File: config.mk
export PLATFORM = sky130hd
export DESIGN_NAME = ll8_to_fifo36
export DESIGN_NICKNAME = d
export VERILOG_FILES = /design/src/rtl/ll8_to_fifo36_pkg.sv /design/src/rtl/ll8_to_fifo36.sv
export SDC_FILE = /design/constraint.sdc
export NUM_CORES = 1
export LEC_CHECK = 0
export ABC_AREA = 1
export CAP_MARGIN = 20
export CORE_ASPECT_RATIO = 0.5
export CORE_MARGIN = 2
export CORE_UTILIZATION = 47
export CTS_CLUSTER_SIZE = 14
export DETAILED_ROUTE_END_ITERATION = 12
export GPL_TIMING_DRIVEN = 1
export PLACE_DENSITY = 0.77
export REMOVE_ABC_BUFFERS = 1
export SLEW_MARGIN = 20
export SYNTH_ARGS = -nofsm -noshare
export SYNTH_HDL_FRONTEND = slang
export SYNTH_SLANG_ARGS = --single-unit
File: constraint.sdc
create_clock -name clk -period 2.3 [get_ports clk]
set_clock_uncertainty 0.2 [all_clocks]
set_input_delay 0.46 -clock clk [delete_from_list [all_inputs] [get_ports clk]]
set_output_delay 0.46 -clock clk [all_outputs]
set_load 0.02 [all_outputs]
File: src/rtl/ll8_to_fifo36_pkg.sv
// rtl/ll8_to_fifo36_pkg.sv - shared fifo36 word layout and packer state encodings
//
// Purpose: constants common to the fifo36 family and the RX realign stage.
//   36-bit word layout: {occ[1:0], eof, sof, data[31:0]}
//   SOF_BIT / EOF_BIT / OCC_LSB : bit positions inside the 36-bit word
//   OCC_FULL                    : occ value of a word carrying all 4 bytes
//   f36_state_e                 : byte packer states (value = bytes held, FULL aside)
// Ports: none (package).

package ll8_to_fifo36_pkg;

  localparam int SOF_BIT = 32;
  localparam int EOF_BIT = 33;
  localparam int OCC_LSB = 34;

  localparam logic [1:0] OCC_FULL = 2'd0;

  typedef enum logic [2:0] {
    ST_EMPTY = 3'd0,
    ST_FILL1 = 3'd1,
    ST_FILL2 = 3'd2,
    ST_FILL3 = 3'd3,
    ST_FULL  = 3'd4
  } f36_state_e;

  // Big-endian lane placement: lane 0 -> [31:24] ... lane 3 -> [7:0].
  // 8*(3-lane) equals {~lane, 3'b000} for a 2-bit lane.
  function automatic logic [4:0] lane_lsb(input logic [1:0] lane);
    return {~lane, 3'b000};
  endfunction

endpackage

File: src/rtl/ll8_to_fifo36.sv
// rtl/ll8_to_fifo36.sv - packs an 8-bit LocalLink byte stream into 36-bit fifo words
//
// Purpose: one-word-deep packer, 1 byte/clk sustained with a ready downstream.
// Ports:
//   clk, reset, clear      : clock, sync active-high reset and soft clear
//   ll_data/sof/eof/error  : receive byte and framing (error ends the frame)
//   ll_src_rdy / ll_dst_rdy: byte handshake
//   f36_data               : {occ[1:0], eof, sof, data[31:0]}
//   f36_src_rdy_o / f36_dst_rdy_i : word handshake

module ll8_to_fifo36
  import ll8_to_fifo36_pkg::*;
(
  input  logic        clk,
  input  logic        reset,
  input  logic        clear,
  input  logic [7:0]  ll_data,
  input  logic        ll_sof,
  input  logic        ll_eof,
  input  logic        ll_error,
  input  logic        ll_src_rdy,
  output logic        ll_dst_rdy,
  output logic [35:0] f36_data,
  output logic        f36_src_rdy_o,
  input  logic        f36_dst_rdy_i
);

  f36_state_e  state_q;
  logic [31:0] data_q;
  logic        sof_q;
  logic        eof_q;
  logic [1:0]  occ_q;

  logic       byte_xfer;
  logic       word_xfer;
  logic       last_byte;
  logic [1:0] lane;

  assign ll_dst_rdy    = ~(reset | clear) & ((state_q != ST_FULL) | f36_dst_rdy_i);
  assign f36_src_rdy_o = (state_q == ST_FULL);
  assign f36_data      = {occ_q, eof_q, sof_q, data_q};

  assign byte_xfer = ll_src_rdy & ll_dst_rdy;
  assign word_xfer = f36_src_rdy_o & f36_dst_rdy_i;
  assign last_byte = ll_eof | ll_error;

  // A byte accepted in FULL can only arrive alongside the word transfer,
  // so it always opens the next word at lane 0 (pass-through path).
  assign lane = (state_q == ST_FULL) ? 2'd0 : state_q[1:0];

  always_ff @(posedge clk) begin
    if (reset | clear) begin
      state_q <= ST_EMPTY;
      data_q  <= 32'h0;
      sof_q   <= 1'b0;
      eof_q   <= 1'b0;
      occ_q   <= OCC_FULL;
    end else if (byte_xfer) begin
      if (lane == 2'd0) begin
        // New word: unfilled lanes read as zero, sof only sampled here.
        data_q <= {ll_data, 24'h0};
        sof_q  <= ll_sof;
      end else begin
        data_q[lane_lsb(lane) +: 8] <= ll_data;
      end

      if (last_byte || (lane == 2'd3)) begin
        state_q <= ST_FULL;
        eof_q   <= last_byte;
        // lane+1 wraps to 0 for a 4-byte last word, which is OCC_FULL.
        occ_q   <= last_byte ? (lane + 2'd1) : OCC_FULL;
      end else begin
        state_q <= f36_state_e'({1'b0, lane + 2'd1});
        eof_q   <= 1'b0;
        occ_q   <= OCC_FULL;
      end
    end else if (word_xfer) begin
      state_q <= ST_EMPTY;
      data_q  <= 32'h0;
      sof_q   <= 1'b0;
      eof_q   <= 1'b0;
      occ_q   <= OCC_FULL;
    end
  end

endmodule

After elaboration in Yosys (flattened, before gate mapping) --
Cells that the tools add are included.
Word-level totals: bits in registers 39, word-level logic and storage cells 42, RAM bits 0, memories 0, output and inout bits 38, input bits 16, memory bits (read-only) 0, latch bits 0
Cells by class: add/subtract/negate cells 2, reduce and logical (&&, ||, !) cells 4, magnitude comparators 0, divide/modulo/power cells 0, bitwise logic cells 8, equal/unequal tests 4, shift-type cells 2, multipliers 0, muxes and demuxes 17
Operators by type and width (count):
- $mux W32 | 3
- $bwmux W32 | 1
- $shift A8 B7 Y32 const A | 1
- $shiftx A8 B7 Y32 | 1
- $mux W2 | 5
- $mux W3 | 3
- $neg A5 Y7 | 1
- $mux W1 | 5
- $and A1 B1 Y1 | 3
- $eq A3 B3 Y1 const B | 1
- $ne A3 B3 Y1 const B | 1
- $or A1 B1 Y1 | 3
- $add A2 B1 Y2 const B | 1
- $eq A2 B2 Y1 const B | 1
- $logic_not A2 Y1 | 1
- $ne A2 B1 Y1 const B | 1
- $not A2 Y2 | 1
- $reduce_and A2 Y1 | 1
- $reduce_bool A2 Y1 | 1
- $logic_or A1 B1 Y1 | 1
- $not A1 Y1 | 1

Longest topological paths before layout --
depth in word-level cells 8, depth in mapped cells 11, mapped depth without buffers 10

Least setup slack after synthesis --
OpenSTA, ideal clock, no wires.
path type register to register, start register state_q[0], end register data_q[18], setup time 114 ps, slack 444 ps, path buffers 1, period minus slack after synthesis 1856 ps, stages on the path, launching flop included 10, required time 1986 ps, arrival 1542 ps, cell sequence dfxtp_1 > inv_1 > ha_1 > inv_2 > nand4_4 > nand2_4 > buf_6 > nand3b_1 > nand2_1 > nor2_2
Between the ends: longest elaborated chain between the ends 8, elaborated cells on any way between the ends 16, those cells by class 1 x add/sub; 2 x eq/ne; 2 x shift; 4 x mux; 5 x bitwise; 2 x reduce/logical
RTL lines:
- from (decl) | RTL line ll8_to_fifo36.sv:28 | f36_state_e state_q;
- from (signal assigned) | RTL line ll8_to_fifo36.sv:73 | state_q <= f36_state_e'({1'b0, lane + 2'd1});
- $eq A3 B3 Y1 | RTL line ll8_to_fifo36.sv:40, ll8_to_fifo36.sv:49
- $mux W2 | RTL line ll8_to_fifo36.sv:49 | assign lane = (state_q == ST_FULL) ? 2'd0 : state_q[1:0];
- $not A2 Y2 | RTL line ll8_to_fifo36_pkg.sv:29 | return {~lane, 3'b000};
- $neg A5 Y7 | RTL line ll8_to_fifo36.sv:64 | data_q[lane_lsb(lane) +: 8] <= ll_data;
- $shiftx A8 B7 Y32 or $shift A8 B7 Y32 (tied branches) | RTL line ll8_to_fifo36.sv:64
- $bwmux W32 | RTL line ll8_to_fifo36.sv:64
- $mux W32 | RTL line ll8_to_fifo36.sv:59 | if (lane == 2'd0) begin
- $mux W32 | RTL line ll8_to_fifo36.sv:58 | end else if (byte_xfer) begin
- to (signal assigned) | RTL line ll8_to_fifo36.sv:61 | data_q <= {ll_data, 24'h0};
- to (signal, indexed assignment) | RTL line ll8_to_fifo36.sv:64
- to (decl) | RTL line ll8_to_fifo36.sv:29 | logic [31:0] data_q;
Parallel ways exist; a longest one is shown, timed or not. A chain may end at the register's enable or synchronous reset.

Final worst setup path --
start input clear, end output ll_dst_rdy
Between the ends: longest elaborated chain between the ends 3
RTL lines:
- from (decl) | RTL line ll8_to_fifo36.sv:16 | input logic clear,
- $or A1 B1 Y1 | RTL line ll8_to_fifo36.sv:39 | assign ll_dst_rdy = ~(reset | clear) & ((state_q != ST_FULL) | f36_dst_rdy_i);
- $not A1 Y1 | RTL line ll8_to_fifo36.sv:39
- $and A1 B1 Y1 | RTL line ll8_to_fifo36.sv:39
- to (decl) | RTL line ll8_to_fifo36.sv:22 | output logic ll_dst_rdy,
Every way passes these cells.

==> results.md <==
Timing:
- The sum of negative setup slack is 0 ns.
- The slew at the pin closest to its max-slew limit is 0.3453 ns.
- The number of pins exceeding their max-slew limit in the final report was 0.
- The final setup slack of the worst path is 0.1004 ns.
- Static timing analysis puts the maximum clock frequency at roughly 450 MHz.
- Of the available clock period, the critical path in the final layout requires 0.9563.
- The count of final hold-check violations was 0.
- Setup violations remaining at the end of the flow were counted as 0.
- Counting I/O delays and the setup requirement, the final critical path takes 2.200 ns.
- The worst relative slew slack is 0.7691.
- Setup repair after global routing left no endpoint under its margin.

Placement:
- During placement, the flow inserted port buffers numbering 53.
- The placed instances occupy a cell area of about 2500 sq um.
- OpenSTA, run right after detailed placement, puts the worst setup slack at -0.1737 ns.
- At the end of routability-driven placement, the weighted congestion stood at 0.8558.
- The estimated wirelength of the detail-placed design is ~3.4 mm.

Logic synthesis:
- Measured against the total synthesized area, the mux share comes to 0.
- The largest family of logic cells by synthesized area is simple AND/OR/NAND/NOR gates.
- The share of the Yosys chip area taken by registers is 0.4205.
- The cell area that synthesis handed to floorplanning was roughly 1900 sq um.
- The flip-flop and latch count after synthesis is 39.
- The cell count after synthesis came out at 250.
- The fraction of synthesized cell area in xor and xnor cells is 0.
- The mean instance size in the synthesized netlist is 7.427 sq um.
- The number of different library cells in the post-synthesis netlist is 25.
- Of the total synthesized cell area, the portion taken by AND, OR, NAND and NOR gates is 0.3868.
- The fraction of the mapped netlist area in compound gates came to 0.08221.
- The share of synthesized cell area in full adder, half adder and majority cells is 0.04043.
- The yosys synthesis warning count is 0.

Detailed routing:
- The remaining antenna violation count after routing is 0.
- The violation count after the first detailed-routing iteration is 139.
- The number of iterations in the first detailed-routing pass is 5.
- The detail-routed via count per cell is 4.954.
- The vias after detailed routing is 1813.
- The routed wirelength normalized by instance count is 12.81 um.
- The wire length after detailed routing is 4.688 mm.
- In the routed design, unresolved DRC markers number 0.

GRT:
- The initial antenna violation count is 0.
- For this run, global-route usage on met3 was measured as 0.04361.
- In this run the most used layer during global routing was met2.
- The total congestion overflow is 0.
- The global routing met1 resource utilization is 0.2976.
- Entering global routing, the biggest net connects 27 pins.
- For this run, the total global-route usage over all layers was measured as 0.2134.
- For this run, global-route usage on met2 was measured as 0.3454.
- The first global-routing pass estimated 7.686 mm of wire.
- The via count of the first global-routing pass came to roughly 1700.

Finish:
- The repair_antennas step left the layout with diodes totalling 0.
- The proportion of layout cells with a drive suffix above 1 is 0.09615.
- The layout net count is about 330.
- The area growth from synthesis to layout is 38.88%.
- The finished cells cover 2579 sq um.

Setup path:
- The critical path starts at clear.
- The number of buffer and inverter stages on the critical path is 3.
- The largest incremental delay on the critical path is 0.49 ns.
- STA classifies the critical path endpoint as an output pin.
- Along the worst path, the maximum fanout reaches 2.
- The worst endpoint data arrival time is 1.54 ns.
- The element type at the critical path start is an input port.
- The worst-path cell with the longest stage delay is clkdlybuf4s50_1.
- The critical path goes through clkdlybuf4s50_1 > nor2_8 > nand2_1 > inv_1 > dlygate4sd2_1.
- The critical path class is in -> out.
- The required time of the critical path is 1.64 ns.
- The kind of cell with the highest combined delay along the critical path is buffers and inverters.
- In this run the critical register-to-register path is launched from state_q[1]$_SDFFE_PP0P_.

Pwr:
- The peak supply drop is 289.2 uV.
- The final total power is 1.409 mW.
- The total leakage power is 1.026 nW.
- Power spread over the standard cell area amounts to 546.2 nW/um^2.

Die:
- The region available for standard cell placement spans 3844 sq um.
- The number of top-level pins is 54.
- The initial cell density of the core is 0.4831.
- The x dimension of the die is 92.89 um.
- The die covers roughly 4500 sq um.
- From bottom edge to top edge, the die measures 48.45 um.
- The initialized floorplan defines 16 standard-cell rows.

Hold path:
- The path category of the worst min-delay check is reg -> reg.
- The worst hold path begins at sof_q$_SDFFE_PP0P_.

Clock tree:
- After clock tree synthesis, the setup repair step added 0 buffers.
- After clock tree synthesis, the clock-pin slew on the worst setup and hold paths is about 0.08 ns.
- The clock tree synthesis step divided the H-tree into 2 levels.
- The clock latency at the later pin of the worst-skew pair is just under 0.3 ns.
- Buffers inserted during clock tree synthesis total 5.
- The longest clock path from root to sink contains 2 buffers.
- The root buffer cell is clkbuf_8.
- The CTS tree is yes.
- The clock drives 39 sinks.

Outcome:
- The run finished with clean final reports.

Flow run:
- The tool flagged a number of max-cap violations equal to 0.
## sequential cells by signal, indices dropped and copies added, names as in the netlist
signal	flops
data_q	32
eof_q	1
occ_q	2
sof_q	1
state_q	3
## worst paths after layout
kind	end	slack, ns	cells past startpoint
max reg2reg	data_q[22]$_SDFFE_PP0P_	0.32	8
min	sof_q$_SDFFE_PP0P_	0.26	2
min reg2reg	sof_q$_SDFFE_PP0P_	0.26	2
max	ll_dst_rdy	0.10	5
## per-stage QoR
| step | instances | util | hold slack [ns] |
|---|---|---|---|
| after global routing | 366 | 0.6709 | 0.2823 |
| after CTS | 366 | 0.6706 | 0.2663 |
| after detailed placement | 358 | 0.6419 | 0.2546 |
| after floorplan | 242 | - | 0.2663 |
| final | 366 | 0.6709 | 0.2636 |
| after global placement | 358 | 0.6419 | 0.2493 |
## per-layer routing
metal	up-vias	wire length, um
met2	45	2241
met5	-	0
met4	0	70
met1	839	2138
li1	921	-
met3	8	238
## cell usage after synthesis
master	n	area [sq um]
a21oi_1	26	130.1
buf_2	2	10.01
buf_4	2	15.01
buf_6	2	22.52
clkbuf_1	2	7.510
clkinv_1	1	3.750
dfxtp_1	39	780.8
ha_1	6	75.07
inv_1	18	67.56
inv_2	1	3.750
nand2_1	56	210.2
nand2_4	2	22.52
nand3_1	17	85.08
nand3_2	1	10.01
nand3_4	1	17.52
nand3b_1	13	97.59
nand4_1	1	6.260
nand4_4	1	21.27
nor2_1	45	168.9
nor2_2	2	12.51
nor2_4	1	11.26
nor2_8	1	20.02
nor3_1	7	35.03
o21ai_0	1	5.000
o21ai_2	2	17.52
## worst register-to-register path, cell delays in order, from the launching register on
cell and delay [ns]:
dfxtp_2 0.37, inv_1 0.09, ha_1 0.32, inv_1 0.06, nor2_1 0.12, nand4_1 0.30
nor3_1 0.30, nor2_1 0.06, nor2_1 0.10
## cell type report
type / count / area, sq um
tap: 54 / 67.56
clock inverter: 3 / 43.79
multi-input combinational: 183 / 945.9
inverter: 20 / 75.07
fill: 355 / 1265
sequential: 39 / 782.0
timing repair buffer: 62 / 595.6
clock buffer: 5 / 68.82
## power by group
part | switching (mW) | leakage, nW | internal [mW]
Clock | 0.248 | 0.0581 | 0.323
Combinational | 0.0857 | 0.652 | 0.0641
Sequential | 0.00426 | 0.316 | 0.683
## placed cells by master (no fill, tap or decap)
cell type,n
a21oi_1,26
buf_4,9
bufinv_16,1
clkbuf_8,5
clkdlybuf4s50_1,51
clkinv_1,1
clkinv_2,1
clkinv_4,1
dfxtp_1,38
dfxtp_2,1
dlygate4sd2_1,2
ha_1,6
inv_1,18
inv_2,1
nand2_1,56
nand2_4,2
nand3_1,17
nand3_2,1
nand3_4,1
nand3b_1,13
nand4_1,1
nand4_4,1
nor2_1,45
nor2_2,2
nor2_4,1
nor2_8,1
nor3_1,7
o21ai_0,1
o21ai_2,2
## what timing repair did
item / in CTS / in global routing
gates resized for setup: 2 / 1
endpoints found under the setup margin: 2 / 1
hold buffers: 0 / 0
## kinds of logic after synthesis
kind of cell,after synthesis
simple gates,148
flops,39
compound gates,29
buf+inv,28
fa+ha+maj,6
Power figures use the tool's default switching activity.
